## config.mk

```make
export PLATFORM = sky130hd
export DESIGN_NAME = bfly_stage_ctrl
export DESIGN_NICKNAME = d
export VERILOG_FILES = /design/src/rtl/bfly_stage_ctrl.sv
export SDC_FILE = /design/constraint.sdc
export NUM_CORES = 1
export LEC_CHECK = 0
export ABC_CLOCK_PERIOD_IN_PS = 4200
export BUFFER_PORTS_ARGS = -buffer_cell sky130_fd_sc_hd__buf_2
export CAP_MARGIN = 10
export CORE_MARGIN = 10
export CORE_UTILIZATION = 55
export CTS_BUF_LIST = sky130_fd_sc_hd__clkbuf_4 sky130_fd_sc_hd__clkbuf_8 sky130_fd_sc_hd__clkbuf_16
export DETAILED_ROUTE_END_ITERATION = 12
export PLACE_DENSITY = 0.87
export SETUP_SLACK_MARGIN = 0.05
export SLEW_MARGIN = 30
export SYNTH_ARGS = -nofsm -noshare
export SYNTH_HDL_FRONTEND = slang
export SYNTH_SLANG_ARGS = --single-unit
```

## constraint.sdc

```tcl
create_clock -name clk -period 4.2 [get_ports clk]
set_clock_uncertainty 0.2 [all_clocks]
set_input_delay 0.63 -clock clk [delete_from_list [all_inputs] [get_ports clk]]
set_output_delay 0.63 -clock clk [all_outputs]
set_load 0.02 [all_outputs]
```

## src/rtl/bfly_stage_ctrl.sv

```systemverilog
// Radix-2 SDF butterfly stage sequencer: fill/drain vs butterfly
// half, twiddle addressing, output select and backpressure.
module bfly_stage_ctrl #(
  parameter int FRAME_BEATS = 1024,
  parameter int TW_GROUPS   = 4,
  parameter int CNT_W       = $clog2(FRAME_BEATS),
  parameter int TW_AW       = $clog2(TW_GROUPS)
) (
  input  logic             clk,
  input  logic             rstn,
  input  logic             clr,
  input  logic             in_valid,
  output logic             in_ready,
  input  logic             flush_req,
  input  logic             out_ready,
  output logic             out_valid,
  output logic             out_sel,
  output logic             sr_shift,
  output logic             sr_sel,
  output logic             bfly_en,
  output logic [TW_AW-1:0] tw_addr,
  output logic             frame_done,
  output logic             busy
);

  localparam int HALF = FRAME_BEATS / 2;
  localparam logic [CNT_W-1:0] LAST = CNT_W'(FRAME_BEATS - 1);
  localparam logic [CNT_W-1:0] HLAST = CNT_W'(HALF - 1);
  localparam logic [CNT_W-1:0] ONE = CNT_W'(1);

  typedef enum logic [1:0] {
    IDLE  = 2'd0,
    RUN   = 2'd1,
    FLUSH = 2'd2
  } state_t;

  state_t           state_q, state_d;
  logic [CNT_W-1:0] cnt_q, cnt_d;
  logic             drain_q, drain_d;
  logic             done_q, done_d;
  logic             ph;
  logic             acc;
  logic             fl_go;

  assign ph = cnt_q[CNT_W-1];
  // ph-0 beats without a pending drain emit nothing, so skip out_ready
  assign in_ready = (state_q != FLUSH) &
                    (out_ready | (~ph & ~drain_q));
  assign acc = in_valid & in_ready;
  assign fl_go = (state_q == RUN) & (cnt_q == '0) & drain_q &
                 flush_req & ~in_valid;
  assign tw_addr = ph ? cnt_q[CNT_W-2 -: TW_AW] : '0;
  assign frame_done = done_q;
  assign busy = (state_q != IDLE) | drain_q;

  always_ff @(posedge clk or negedge rstn) begin
    if (!rstn) begin
      state_q <= IDLE;
      cnt_q   <= '0;
      drain_q <= 1'b0;
      done_q  <= 1'b0;
    end else if (clr) begin
      state_q <= IDLE;
      cnt_q   <= '0;
      drain_q <= 1'b0;
      done_q  <= 1'b0;
    end else begin
      state_q <= state_d;
      cnt_q   <= cnt_d;
      drain_q <= drain_d;
      done_q  <= done_d;
    end
  end

  always_comb begin
    state_d   = state_q;
    cnt_d     = cnt_q;
    drain_d   = drain_q;
    done_d    = 1'b0;
    sr_shift  = 1'b0;
    sr_sel    = 1'b0;
    bfly_en   = 1'b0;
    out_valid = 1'b0;
    out_sel   = 1'b0;
    unique case (state_q)
      IDLE, RUN: begin
        if (acc) begin
          sr_shift  = 1'b1;
          sr_sel    = ph;
          bfly_en   = ph;
          out_valid = ph | drain_q;
          out_sel   = ~ph;
          cnt_d     = cnt_q + ONE;
          state_d   = RUN;
          if (cnt_q == LAST) begin
            drain_d = 1'b1;
            done_d  = 1'b1;
          end
          if (cnt_q == HLAST && drain_q)
            drain_d = 1'b0;
        end else if (fl_go) begin
          state_d = FLUSH;
        end
      end
      FLUSH: begin
        if (out_ready) begin
          sr_shift  = 1'b1;
          out_valid = 1'b1;
          out_sel   = 1'b1;
          cnt_d     = cnt_q + ONE;
          if (cnt_q == HLAST) begin
            cnt_d   = '0;
            drain_d = 1'b0;
            state_d = IDLE;
          end
        end
      end
      default: begin
        state_d = IDLE;
        cnt_d   = '0;
        drain_d = 1'b0;
      end
    endcase
  end

endmodule

```

# Word level (Yosys, flattened, before mapping)
# Index checks and enable logic that the tools add are counted.
# W data, S select, Z words.
[totals]
ff_bits = 14
input_bits = 6
output_inout_bits = 10
elab_cells = 68
[classes]
n_addsub = 1
eq_ne = 10
n_mux = 32
bitwise = 13
reduce_logical = 8
[op_table]
columns = ["op", "n"]
rows = [
  ["$mux W10", 4],
  ["$pmux W10 S2", 1],
  ["$mux W1", 16],
  ["$mux W2", 6],
  ["$add A10 B1 Y10 const B", 1],
  ["$eq A10 B10 Y1 const B", 1],
  ["$eq A10 B9 Y1 const B", 1],
  ["$logic_not A10 Y1", 1],
  ["$ne A3 B3 Y1 const B", 3],
  ["$ne A4 B4 Y1 const B", 2],
  ["$pmux W1 S2", 4],
  ["$and A1 B1 Y1", 7],
  ["$pmux W2 S2", 1],
  ["$reduce_and A4 Y1", 1],
  ["$not A1 Y1", 3],
  ["$or A1 B1 Y1", 3],
  ["$reduce_and A3 Y1", 1],
  ["$eq A2 B1 Y1 const B", 1],
  ["$eq A2 B2 Y1 const B", 1],
  ["$logic_not A2 Y1", 1],
  ["$ne A2 B2 Y1 const B", 1],
  ["$reduce_and A2 Y1", 1],
  ["$reduce_bool A2 Y1", 1],
  ["$reduce_or A2 Y1", 1],
  ["$logic_and A1 B1 Y1", 1],
]

# Logic depth before layout (Yosys ltp)
[logic_depth]
ltp_word = 9
depth_mapped = 6
mapped_depth_nobuf = 5

# Worst setup path before layout
# Ideal clock, no wire load.
[synth_timing]
path_kind = "input port to output port"
start = "in out_ready"
end = "out out_sel"
arrival_ns = 1.330
t_required_ns = 3.370
setup_slack_ns = 2.040
path_stages = 2
n_path_buf = 0
path_cell_list = "and2b_1 > o31ai_1"
[synth_via]
elab_chain_cells = 5
word_cells_on_any_way = 6
classes_between = "3 x mux; 3 x bitwise"
[synth_rtl]
columns = ["item", "line", "source"]
rows = [
  ["start, declared", "15", "input logic out_ready,"],
  ["$or A1 B1 Y1", "48", "(out_ready | (~ph & ~drain_q));"],
  ["$and A1 B1 Y1", "47", "assign in_ready = (state_q != FLUSH) &"],
  ["$and A1 B1 Y1", "49", "assign acc = in_valid & in_ready;"],
  ["$mux W1", "87", "if (acc) begin"],
  ["$pmux W1 S2 (*)", "85", "unique case (state_q)"],
  ["end, declared", "17", "output logic out_sel,"],
]
# Every way passes the cells marked *; elsewhere a longest branch is shown, timed or not.

# Final worst setup path
[layout_timing]
start = "reg state_q[1]"
end = "out sr_shift"
[layout_via]
elab_chain_cells = 5
word_cells_on_any_way = 9
classes_between = "3 x eq/ne; 2 x mux; 2 x bitwise; 2 x reduce/logical"
[layout_rtl]
columns = ["item", "line", "source"]
rows = [
  ["start, declared", "37", "state_t state_q, state_d;"],
  ["start signal, assigned", "68", "state_q <= state_d;"],
  ["$ne A2 B2 Y1", "47", ""],
  ["$and A1 B1 Y1", "47", ""],
  ["$and A1 B1 Y1", "49", ""],
  ["$mux W1", "87", ""],
  ["$pmux W1 S2 (*)", "85", ""],
  ["end, declared", "18", "output logic sr_shift,"],
]
# Marks and branches as above.

==> results by group <==
Status
  – Status: finished, final reports clean

Logic synthesis
  – Post-synth top area share: ~36%
  – Yosys warning total: 0
  – Cells after Synth: 110
  – EDFF count, synth: 0
  – Yosys cell types: 40
  – Leading post-synthesis cells by cell area: dfrtp_1, o21ai_0, nand4_1
  – Cell with the most instances after synthesis: dfrtp_1
  – Syn nets: roughly 120
  – Post-synth top area cell: dfrtp_1
  – Area of the mapped netlist: about 970 um^2
  – Post-synthesis sequential area ratio: 35.9%
  – Asr flop ratio synth: between 90% and 100%
  – Post-synth top cells: dfrtp_1, o21ai_0, nor2_1
  – Syn avg cell area: 8.86 um^2
  – FF+latch count, synth: 14
  – Ys flop type: dfrtp_1

Clocking
  – Clock slew at reported path FFs: 90 ps
  – Worst skew pair latency: around 280 ps
  – Longest Clk Path Bufs: 2
  – CTS buffer count: 3
  – Clk root buf: clkbuf_4
  – # H-tree levels: 1
  – Post-CTS setup buffer count: 0
  – Hold-fix buffers at CTS: 0
  – CTS tree: built
  – Resize count post-CTS: 0
  – Clock sinks: 14

Critical path
  – Crit path max-delay cell type: dfrtp_1
  – Setup crit end kind: output pin
  – Arrival time worst endpoint: 1560 ps
  – Critical Path Stages: 4
  – CP delay by family, top: flip-flops
  – CP max FO: 11
  – Critical path required time: 3370 ps
  – Reg2reg setup slack: approximately 2000 ps
  – CP bufs+invs: 1
  – Cell Chain, Critical Path: nor2b_1, nand2_1, o21ai_0, buf_2
  – Startpoint types: flip-flop
  – Reg2Reg Depth: 4
  – CP max stage delay: approximately 540 ps
  – Setup CP Type: flip-flop to output pin

Timing
  – Worst hold slack: a little under 30 ps
  – Final setup violation count: 0
  – Final slew viol count: 0
  – Worst-margin pin slew: slightly below 700 ps
  – Slew HR: between 50% and 60%
  – Setup TNS: 0 ps
  – Final worst setup slack: approximately 1800 ps
  – Fmax: 0.419 GHz
  – Final Hold Fails: 0
  – Final worst path period need: about 2400 ps
  – Unrepaired setup endpoints after global routing: false
  – Crit share post-route: about 57%

Place
  – GP Congestion: a little under 0.9
  – Post-Place Worst Slack: 1880 ps
  – Detailed placement HPWL: 1670 um
  – DP Cell Count: 143
  – Placed cell areas: 1050 um^2
  – # port buffers: 15

Final layout
  – Fin nets: approximately 130
  – Diode count: 0
  – Fillers: between 100 and 150
  – Finished Cell Area: 1080 um^2
  – Final Util: between 60% and 70%
  – FF+latch area: ~350 um^2
  – Fraction of layout cells with a size suffix above 1: 20.5%
  – Area occupied by multi-input gates: 577 um^2
  – Synth-to-layout area growth: 11.3%
  – Finished Layout Cells: 147

Global route
  – Initial antenna violation count: 0
  – GRT Overall Usage: about 14%
  – First-pass GRT wire length: between 4000 and 5000 um
  – GRT overflow: 0
  – Vias in the first global route: ~900
  – Largest net degree at the start of global routing: 16

Run
  – Max Cap Violations: 0

Power
  – Worst VDD drop: approximately 0.15 mV
  – Final Power: approximately 270 uW
  – Power Density: 253 nW/um^2
  – Leak: approximately 0.47 nW

Detailed routing
  – Routed length per instance: ~17 um
  – Detailed-route via count: ~960
  – Detailed Routing Iterations Pass 1: 4
  – Vias per cell: around 6.5
  – DRT iter0 DRCs: 58
  – Routed Antenna Nets: 0
  – DRC Markers: 0
  – WL final: between 2000 and 2500 um

Floorplanning
  – Die area: 3860 um^2
  – Total core area: approximately 1700 um^2
  – Die X: 62.1 um
  – Starting Density: roughly 57%
  – Die extent in y: 62.1 um
  – IO Pins: 16
  – Std cell rows: 15

Hold path
  – Hold crit path type: input port to async pin
-- layout make-up --
type	count	area share, %
flip-flops and latches	14	32.3
clock buffers	4	3.34
repair buffers	16	7.61
well taps	25	2.88
multi-input cells	86	53.2
inverters	2	0.692
-- power breakdown --
| group | leakage (nW) | total (mW) | internal, mW | switching, mW |
|---|---|---|---|---|
| combinational | 0.259 | 0.0341 | 0.0135 | 0.0206 |
| clock | 0.0210 | 0.0978 | 0.0527 | 0.0452 |
| sequential | 0.193 | 0.143 | 0.138 | 0.00453 |
-- cells in the final DEF (no fill, tap or decap), types with 3 or more instances in the layout --
cell | synthesis | final
buf_2 | 4 | 15
dfrtp_1 | 14 | 14
o21ai_0 | 11 | 11
nor2_1 | 9 | 9
nand4_1 | 6 | 6
nand2_1 | 4 | 4
o31ai_1 | 4 | 4
a21oi_1 | 4 | 4
nand3_1 | 4 | 4
or3_1 | 3 | 3
and3_1 | 3 | 3
or4_1 | 3 | 3
a2bb2oi_1 | 3 | 3
clkbuf_4 | 0 | 3
-- final timing paths --
path,start,to
max in group asynchronous,rstn,cnt_q[3]$_DFFE_PN0P_
worst min-delay path,rstn,state_q[1]$_DFFE_PN0P_
worst max-delay path,state_q[1]$_DFFE_PN0P_,sr_shift
worst max register to register,state_q[1]$_DFFE_PN0P_,cnt_q[5]$_DFFE_PN0P_
worst min register to register,cnt_q[0]$_DFFE_PN0P_,cnt_q[0]$_DFFE_PN0P_
min in group clk,cnt_q[0]$_DFFE_PN0P_,cnt_q[0]$_DFFE_PN0P_
-- cell families (layout without fill, tap and decap cells) --
kind of cell / Yosys count / in the layout / share of synthesized area, %
AOI/OAI and AO/OA: 38 / 38 / 28.2
adders and majority gates: 2 / 2 / 2.57
buffers and inverters: 10 / 22 / 4.88
DFF: 14 / 14 / 35.9
and+or+nand+nor: 46 / 46 / 28.4
-- layer usage --
| layer | part of all wire (%) | vias to the layer above | track usage, % |
|---|---|---|---|
| met4 | 0.69 | 0 | 4.14 |
| met1 | 43 | 472 | 17.5 |
| li1 | - | 448 | - |
| met5 | 0 | - | 0 |
| met2 | 49 | 32 | 22.4 |
| met3 | 7.1 | 4 | 3.46 |
-- flip-flops by register name, indices dropped and copies added (netlist names) --
register    cells
state_q         2
cnt_q          10
drain_q         1
frame_done      1
Power figures use the tool's default switching activity.
